File: config.mk
export PLATFORM = sky130hd
export DESIGN_NAME = bsg_mul_op_sequencer
export DESIGN_NICKNAME = d
export VERILOG_FILES = /design/src/rtl/bsg_mul_pkg.sv /design/src/rtl/bsg_mul_op_decode.sv /design/src/rtl/bsg_mul_op_sequencer.sv
export SDC_FILE = /design/constraint.sdc
export NUM_CORES = 1
export LEC_CHECK = 0
export BUFFER_PORTS_ARGS = -buffer_cell sky130_fd_sc_hd__buf_2
export CORE_MARGIN = 2
export CORE_UTILIZATION = 28
export DETAILED_ROUTE_END_ITERATION = 10
export SLEW_MARGIN = 20
export SYNTH_ARGS = -nofsm -noshare
export SYNTH_HDL_FRONTEND = slang
export SYNTH_SLANG_ARGS = --single-unit
File: constraint.sdc
create_clock -name clk_i -period 1.95 [get_ports clk_i]
set_input_delay 0.195 -clock clk_i [delete_from_list [all_inputs] [get_ports clk_i]]
set_output_delay 0.195 -clock clk_i [all_outputs]
set_load 0.02 [all_outputs]
File: src/rtl/bsg_mul_pkg.sv
// Shared types for the multiply issue front end: opcodes, sequencer states
// and the opcode-to-multiplier-control decode.
package bsg_mul_pkg;

  typedef enum logic [1:0] {
    eMUL    = 2'b00,
    eMULH   = 2'b01,
    eMULHSU = 2'b10,
    eMULHU  = 2'b11
  } bsg_mul_op_e;

  typedef enum logic [1:0] {
    eIdle  = 2'b00,
    eIssue = 2'b01,
    eWait  = 2'b10,
    eDone  = 2'b11
  } bsg_mul_seq_state_e;

  typedef struct packed {
    logic signed_opA;
    logic signed_opB;
    logic gets_high_part;
  } bsg_mul_ctrl_s;

  // The low half of a product is identical for every signedness, so MUL
  // decodes to the unsigned form.
  function automatic bsg_mul_ctrl_s bsg_mul_decode(input bsg_mul_op_e op);
    bsg_mul_ctrl_s ctrl;
    ctrl = '0;
    unique case (op)
      eMUL:    ctrl = '{signed_opA: 1'b0, signed_opB: 1'b0, gets_high_part: 1'b0};
      eMULH:   ctrl = '{signed_opA: 1'b1, signed_opB: 1'b1, gets_high_part: 1'b1};
      eMULHSU: ctrl = '{signed_opA: 1'b1, signed_opB: 1'b0, gets_high_part: 1'b1};
      eMULHU:  ctrl = '{signed_opA: 1'b0, signed_opB: 1'b0, gets_high_part: 1'b1};
      default: ctrl = '0;
    endcase
    return ctrl;
  endfunction

endpackage

File: src/rtl/bsg_mul_op_decode.sv
// Combinational opcode decoder producing the multiplier's sign and
// high-part controls.
module bsg_mul_op_decode
  import bsg_mul_pkg::*;
(
  input  bsg_mul_op_e   op_i,
  output bsg_mul_ctrl_s ctrl_o
);

  assign ctrl_o = bsg_mul_decode(op_i);

endmodule

File: src/rtl/bsg_mul_op_sequencer.sv
// Issue stage in front of bsg_imul_iterative: accepts one tagged multiply,
// drives the multiplier handshake and returns the buffered result.
module bsg_mul_op_sequencer
  import bsg_mul_pkg::*;
#(
  parameter int width_p       = 32,
  parameter int tag_width_p   = 4,
  parameter int zero_bypass_p = 1
) (
  input  logic                   clk_i,
  input  logic                   reset_i,

  input  logic                   v_i,
  output logic                   ready_o,
  input  logic [1:0]             op_i,
  input  logic [tag_width_p-1:0] tag_i,
  input  logic [width_p-1:0]     opA_i,
  input  logic [width_p-1:0]     opB_i,

  output logic                   v_o,
  output logic [width_p-1:0]     result_o,
  output logic [tag_width_p-1:0] tag_o,
  input  logic                   yumi_i,

  output logic                   mul_v_o,
  input  logic                   mul_ready_i,
  output logic [width_p-1:0]     mul_opA_o,
  output logic [width_p-1:0]     mul_opB_o,
  output logic                   mul_signed_opA_o,
  output logic                   mul_signed_opB_o,
  output logic                   mul_gets_high_part_o,
  input  logic                   mul_v_i,
  input  logic [width_p-1:0]     mul_result_i,
  output logic                   mul_yumi_o
);

  localparam bit bypass_en_lp = (zero_bypass_p != 0);

  bsg_mul_seq_state_e     state_r;
  bsg_mul_ctrl_s          ctrl_r;
  bsg_mul_ctrl_s          dec_ctrl;
  logic                   ready_r;
  logic                   v_r;
  logic                   mul_v_r;
  logic [width_p-1:0]     opA_r;
  logic [width_p-1:0]     opB_r;
  logic [width_p-1:0]     result_r;
  logic [tag_width_p-1:0] tag_r;
  logic                   accept;
  logic                   zero_operand;

  bsg_mul_op_decode u_decode (
    .op_i   (bsg_mul_op_e'(op_i)),
    .ctrl_o (dec_ctrl)
  );

  // ready_r mirrors (state_r == eIdle) but stays low through reset, so the
  // first accept can only happen after reset has been released.
  assign accept       = v_i & ready_r;
  assign zero_operand = (opA_i == '0) || (opB_i == '0);

  // NOTE: every register below is written with <= so all of them update from
  // the same pre-edge values; a blocking = here would create ordering races.
  always_ff @(posedge clk_i) begin
    if (reset_i) begin
      state_r  <= eIdle;
      ready_r  <= 1'b0;
      v_r      <= 1'b0;
      mul_v_r  <= 1'b0;
      ctrl_r   <= '0;
      opA_r    <= '0;
      opB_r    <= '0;
      result_r <= '0;
      tag_r    <= '0;
    end else begin
      unique case (state_r)
        eIdle: begin
          if (accept) begin
            ready_r <= 1'b0;
            opA_r   <= opA_i;
            opB_r   <= opB_i;
            tag_r   <= tag_i;
            ctrl_r  <= dec_ctrl;
            if (bypass_en_lp && zero_operand) begin
              result_r <= '0;
              v_r      <= 1'b1;
              state_r  <= eDone;
            end else begin
              mul_v_r <= 1'b1;
              state_r <= eIssue;
            end
          end else begin
            ready_r <= 1'b1;
          end
        end

        eIssue: begin
          if (mul_ready_i) begin
            mul_v_r <= 1'b0;
            state_r <= eWait;
          end
        end

        eWait: begin
          if (mul_v_i) begin
            result_r <= mul_result_i;
            v_r      <= 1'b1;
            state_r  <= eDone;
          end
        end

        eDone: begin
          if (yumi_i) begin
            v_r     <= 1'b0;
            ready_r <= 1'b1;
            state_r <= eIdle;
          end
        end

        default: begin
          ready_r <= 1'b0;
          v_r     <= 1'b0;
          mul_v_r <= 1'b0;
          state_r <= eIdle;
        end
      endcase
    end
  end

  assign ready_o              = ready_r;
  assign v_o                  = v_r;
  assign result_o             = result_r;
  assign tag_o                = tag_r;
  assign mul_v_o              = mul_v_r;
  assign mul_opA_o            = opA_r;
  assign mul_opB_o            = opB_r;
  assign mul_signed_opA_o     = ctrl_r.signed_opA;
  assign mul_signed_opB_o     = ctrl_r.signed_opB;
  assign mul_gets_high_part_o = ctrl_r.gets_high_part;

  // A multiplier result outside eWait is never acknowledged.
  assign mul_yumi_o = (state_r == eWait) & mul_v_i;

endmodule

==> reports/metrics.yaml <==
ir_drop_uv: 497
insertedDiodeCount: 0
setup_crit_path_kind: "reg2reg"
clk-insertion-delay-late_ns: 0.35
cts_tree: "built"
post_synth_main_area_contributors: "dfxtp_1 50%, nand2_1 12%, a21oi_1 8.4%"
dieArea_sq_mm: 0.0164
finalWorstPathRequiredPeriod_ns: 1.80
synth.cell_area_sq_mm: 0.00431
grt_pass1_vias: 3835
startpoint_of_the_lowest_slack_hold_path: "tag_i[3]"
grt_start_max_net_pins: 77
row_count: 45
area_delta_synth_final_pct: 37.0
stdcell_count: 911
cts_num_sinks: 108
route.vias.total: 4187
pwr-share-clk: 0.301
worstReg2RegEnd: "result_o[30]"
period_share: 0.922
synth.cells.most_frequent: "143 x nand2_1, 108 x dfxtp_1, 72 x a21oi_1"
ctsHoldBuffers: 0
cts.htree.levels: 3
placeableCoreArea_sq_mm: 0.0151
setup.worst_path.end_class: "flip-flop"
route.detailed.vias_per_inst: 4.60
slew_limit_fails: 0
firstDrtPassIters: 5
setup_viol_count_final: 0
fillers: 1618
post_dp_cell_area_sq_mm: 0.00558
port_buffers: 214
synth-edff-count: 0
final_area_sq_mm: 0.00590
globalRouteTotalUtil: 0.149
ctsRootBufferMaster: "clkbuf_16"
initial_utilization: 0.285
final_net_count: 833
timing.critical_path.arrival_ns: 2.00
yosysWarningCount: 0
hold_violations: 0
status: "completed"
final_antenna_violating_net_count: 0
clock_pin_slew_on_the_worst_setup_and_hold_paths_ns: 0.08
ctsLongestPathBuffers: 2
dp_worst_setup_slack_ns: -0.166
postSynth.topFlopCell: "dfxtp_1"
intPower_mw: 4.30
synthMostInstantiatedCell: "nand2_1"
worst-slew-pin-transition_ns: 0.716
cts-buffers-inserted: 9
gr_overflow_total: 0
cellPowerDensity_mw_per_mm2: 1100
ys_ff_latch: 108
io_pins: 215
drt_iter0_markers: 206
power_switching_mw: 2.22
hold_path_end: "tag_o[3]"
synth_async_sr_flop_share: 0
cp_max_stage_delay_ns: 0.38
reg2reg_from: "state_r[0]"
synth_area_per_cell_sq_um: 8.32
fp.dieW_um: 128
clock_skew_ns: 0.00695
netlist.area_leader.share: 0.502
gp_congestion: 0.778
post_cts.repair.setup_buffers: 0
setup.reg_to_reg.worst_slack_ns: 0.15
achievable-frequency_ghz: 0.556
crit_path_cell_trace: "inv_1 -> ha_1 -> and2b_1 -> a21oi_2 -> o211a_1 -> buf_12 -> o32ai_1"
totalWireLength_um: 12400
timing.critical_path.slowest_stage_cell: "dfxtp_1"
relSlewSlack: 0.523
hold_ws_ns: 0.0789
synth_sequential_area_ratio: 0.502
worst_setup_path_start_kind: "flip-flop"
grt_first_pass_wirelength_um: 19500
drc: 0
synth_cell_types: 32
required_ns: 2.15
holdCritPathClass: "in2reg"
grt_setup_unrepaired: "false"
rr_worst_depth: 7
mappedNetlistNets: 633
static_power_due_to_leakage_nw: 2.58
crit_fanout: 32
synthDominantAreaCellType: "dfxtp_1"
worstHoldPathCells: 3
share_seq_of_total_power: 0.400
antenna_found_initial: 0
final_critical_path_setup_slack_ns: 0.151
sw_frac_of_total: 0.341
drt-wirelength-per-cell_um: 13.6
detailedPlacementHpwl_um: 8930
power.combinational.fraction: 0.299
max-cap-violations: 0
cell_count_after_synthesis: 518
final_layout_size_suffix_gt1_frac: 0.339
chipHeight_um: 128
dpl.cell_count: 895
-- layout by cell type (no fill, tap or decap), types with 2 or more instances in the layout --
cell type  netlist  layout
nand4_1          4       4
nor4_1          16      16
clkbuf_16        0       9
o211ai_1         2       2
a211oi_1         2       2
nor2_1           6       5
nand2_1        143     143
bufinv_16        0       2
buf_12           0       6
buf_4            3       6
a21oi_1         72      71
buf_2            2     213
ha_1             7       7
dfxtp_1        108     108
o32ai_1         33      33
inv_1           37      37
nand2b_1        36      36
clkbuf_1        23       2
o22ai_1          2       2
-- layout make-up --
type	count	area (sq um)	share of cell area
Clock inverter	5	85.1	0.0144
Sequential cell	108	2160	0.366
Clock buffer	11	233	0.0394
Multi-Input combinational cell	336	1810	0.306
Tap cell	188	235	0.0398
Inverter	37	139	0.0235
Timing Repair Buffer	226	1240	0.210
-- worst max-delay path, delay by kind of cell (launching register included) --
family          cells  cell delay, ns
compound gates      3            0.50
fa+ha+maj           1            0.27
buf+inv             2            0.28
flops               1            0.38
simple gates        1            0.21
-- how the worst max path moves through the flow --
stage / slack, ns / start / cells past startpoint / to
global route: 0.02 / opB_i[18] / 8 / result_o[8]
floorplan: 0.31 / state_r[0] / 7 / result_o[11]
CTS: 0.05 / state_r[0] / 7 / result_o[30]
global placement: -0.12 / opB_i[11] / 7 / result_o[28]
detailed placement: -0.17 / opB_i[18] / 8 / result_o[30]
finish: 0.15 / state_r[0] / 7 / result_o[30]
-- per-layer routing --
metal	up-vias	global-route usage	share of wire
met1	1907	0.184	0.43
met4	0	0.0608	0.024
met3	20	0.0334	0.054
met5	-	0	0
li1	2150	-	-
met2	110	0.252	0.49
-- metrics by stage --
stage               power, mW  setup TNS [ns]   util
floorplan                3.92               0      -
global placement         4.61           -3.84  0.368
detailed placement       4.62           -5.33  0.368
CTS                      6.61               0  0.389
global route             6.91               0  0.390
finish                   6.52               0  0.390
-- sequential cells by signal (all words and copies together), names as in the netlist --
signal	count
state_r	2
mul_signed_opA_o	1
result_o	32
mul_opB_o	32
tag_o	4
mul_gets_high_part_o	1
ready_o	1
mul_signed_opB_o	1
mul_opA_o	32
v_o	1
mul_v_o	1
-- power groups by stage --
stage / combinational, mW / sequential [mW] / clock, mW
2_1_floorplan: 0.948 / 2.97 / 0
3_3_place_gp: 1.95 / 2.66 / 0
3_5_place_dp: 1.96 / 2.66 / 0
4_1_cts: 1.96 / 2.61 / 2.04
5_1_grt: 2.15 / 2.65 / 2.12
6_report: 1.95 / 2.61 / 1.96
-- timing repair --
item / in CTS / in global routing
gates resized for setup: 0 / 2
endpoints found under the hold margin: 0 / 0
endpoints found under the setup margin: 0 / 64
-- kinds of logic (layout without fill, tap and decap cells) --
family	Yosys count	in the layout	synth area share
flip-flops	108	108	0.502
adder cells (fa/ha/maj)	7	7	0.0203
buffers and inverters	74	279	0.0827
AND/OR/NAND/NOR	212	212	0.222
AO/OA/AOI/OAI	117	117	0.174
Power figures use the tool's default switching activity.
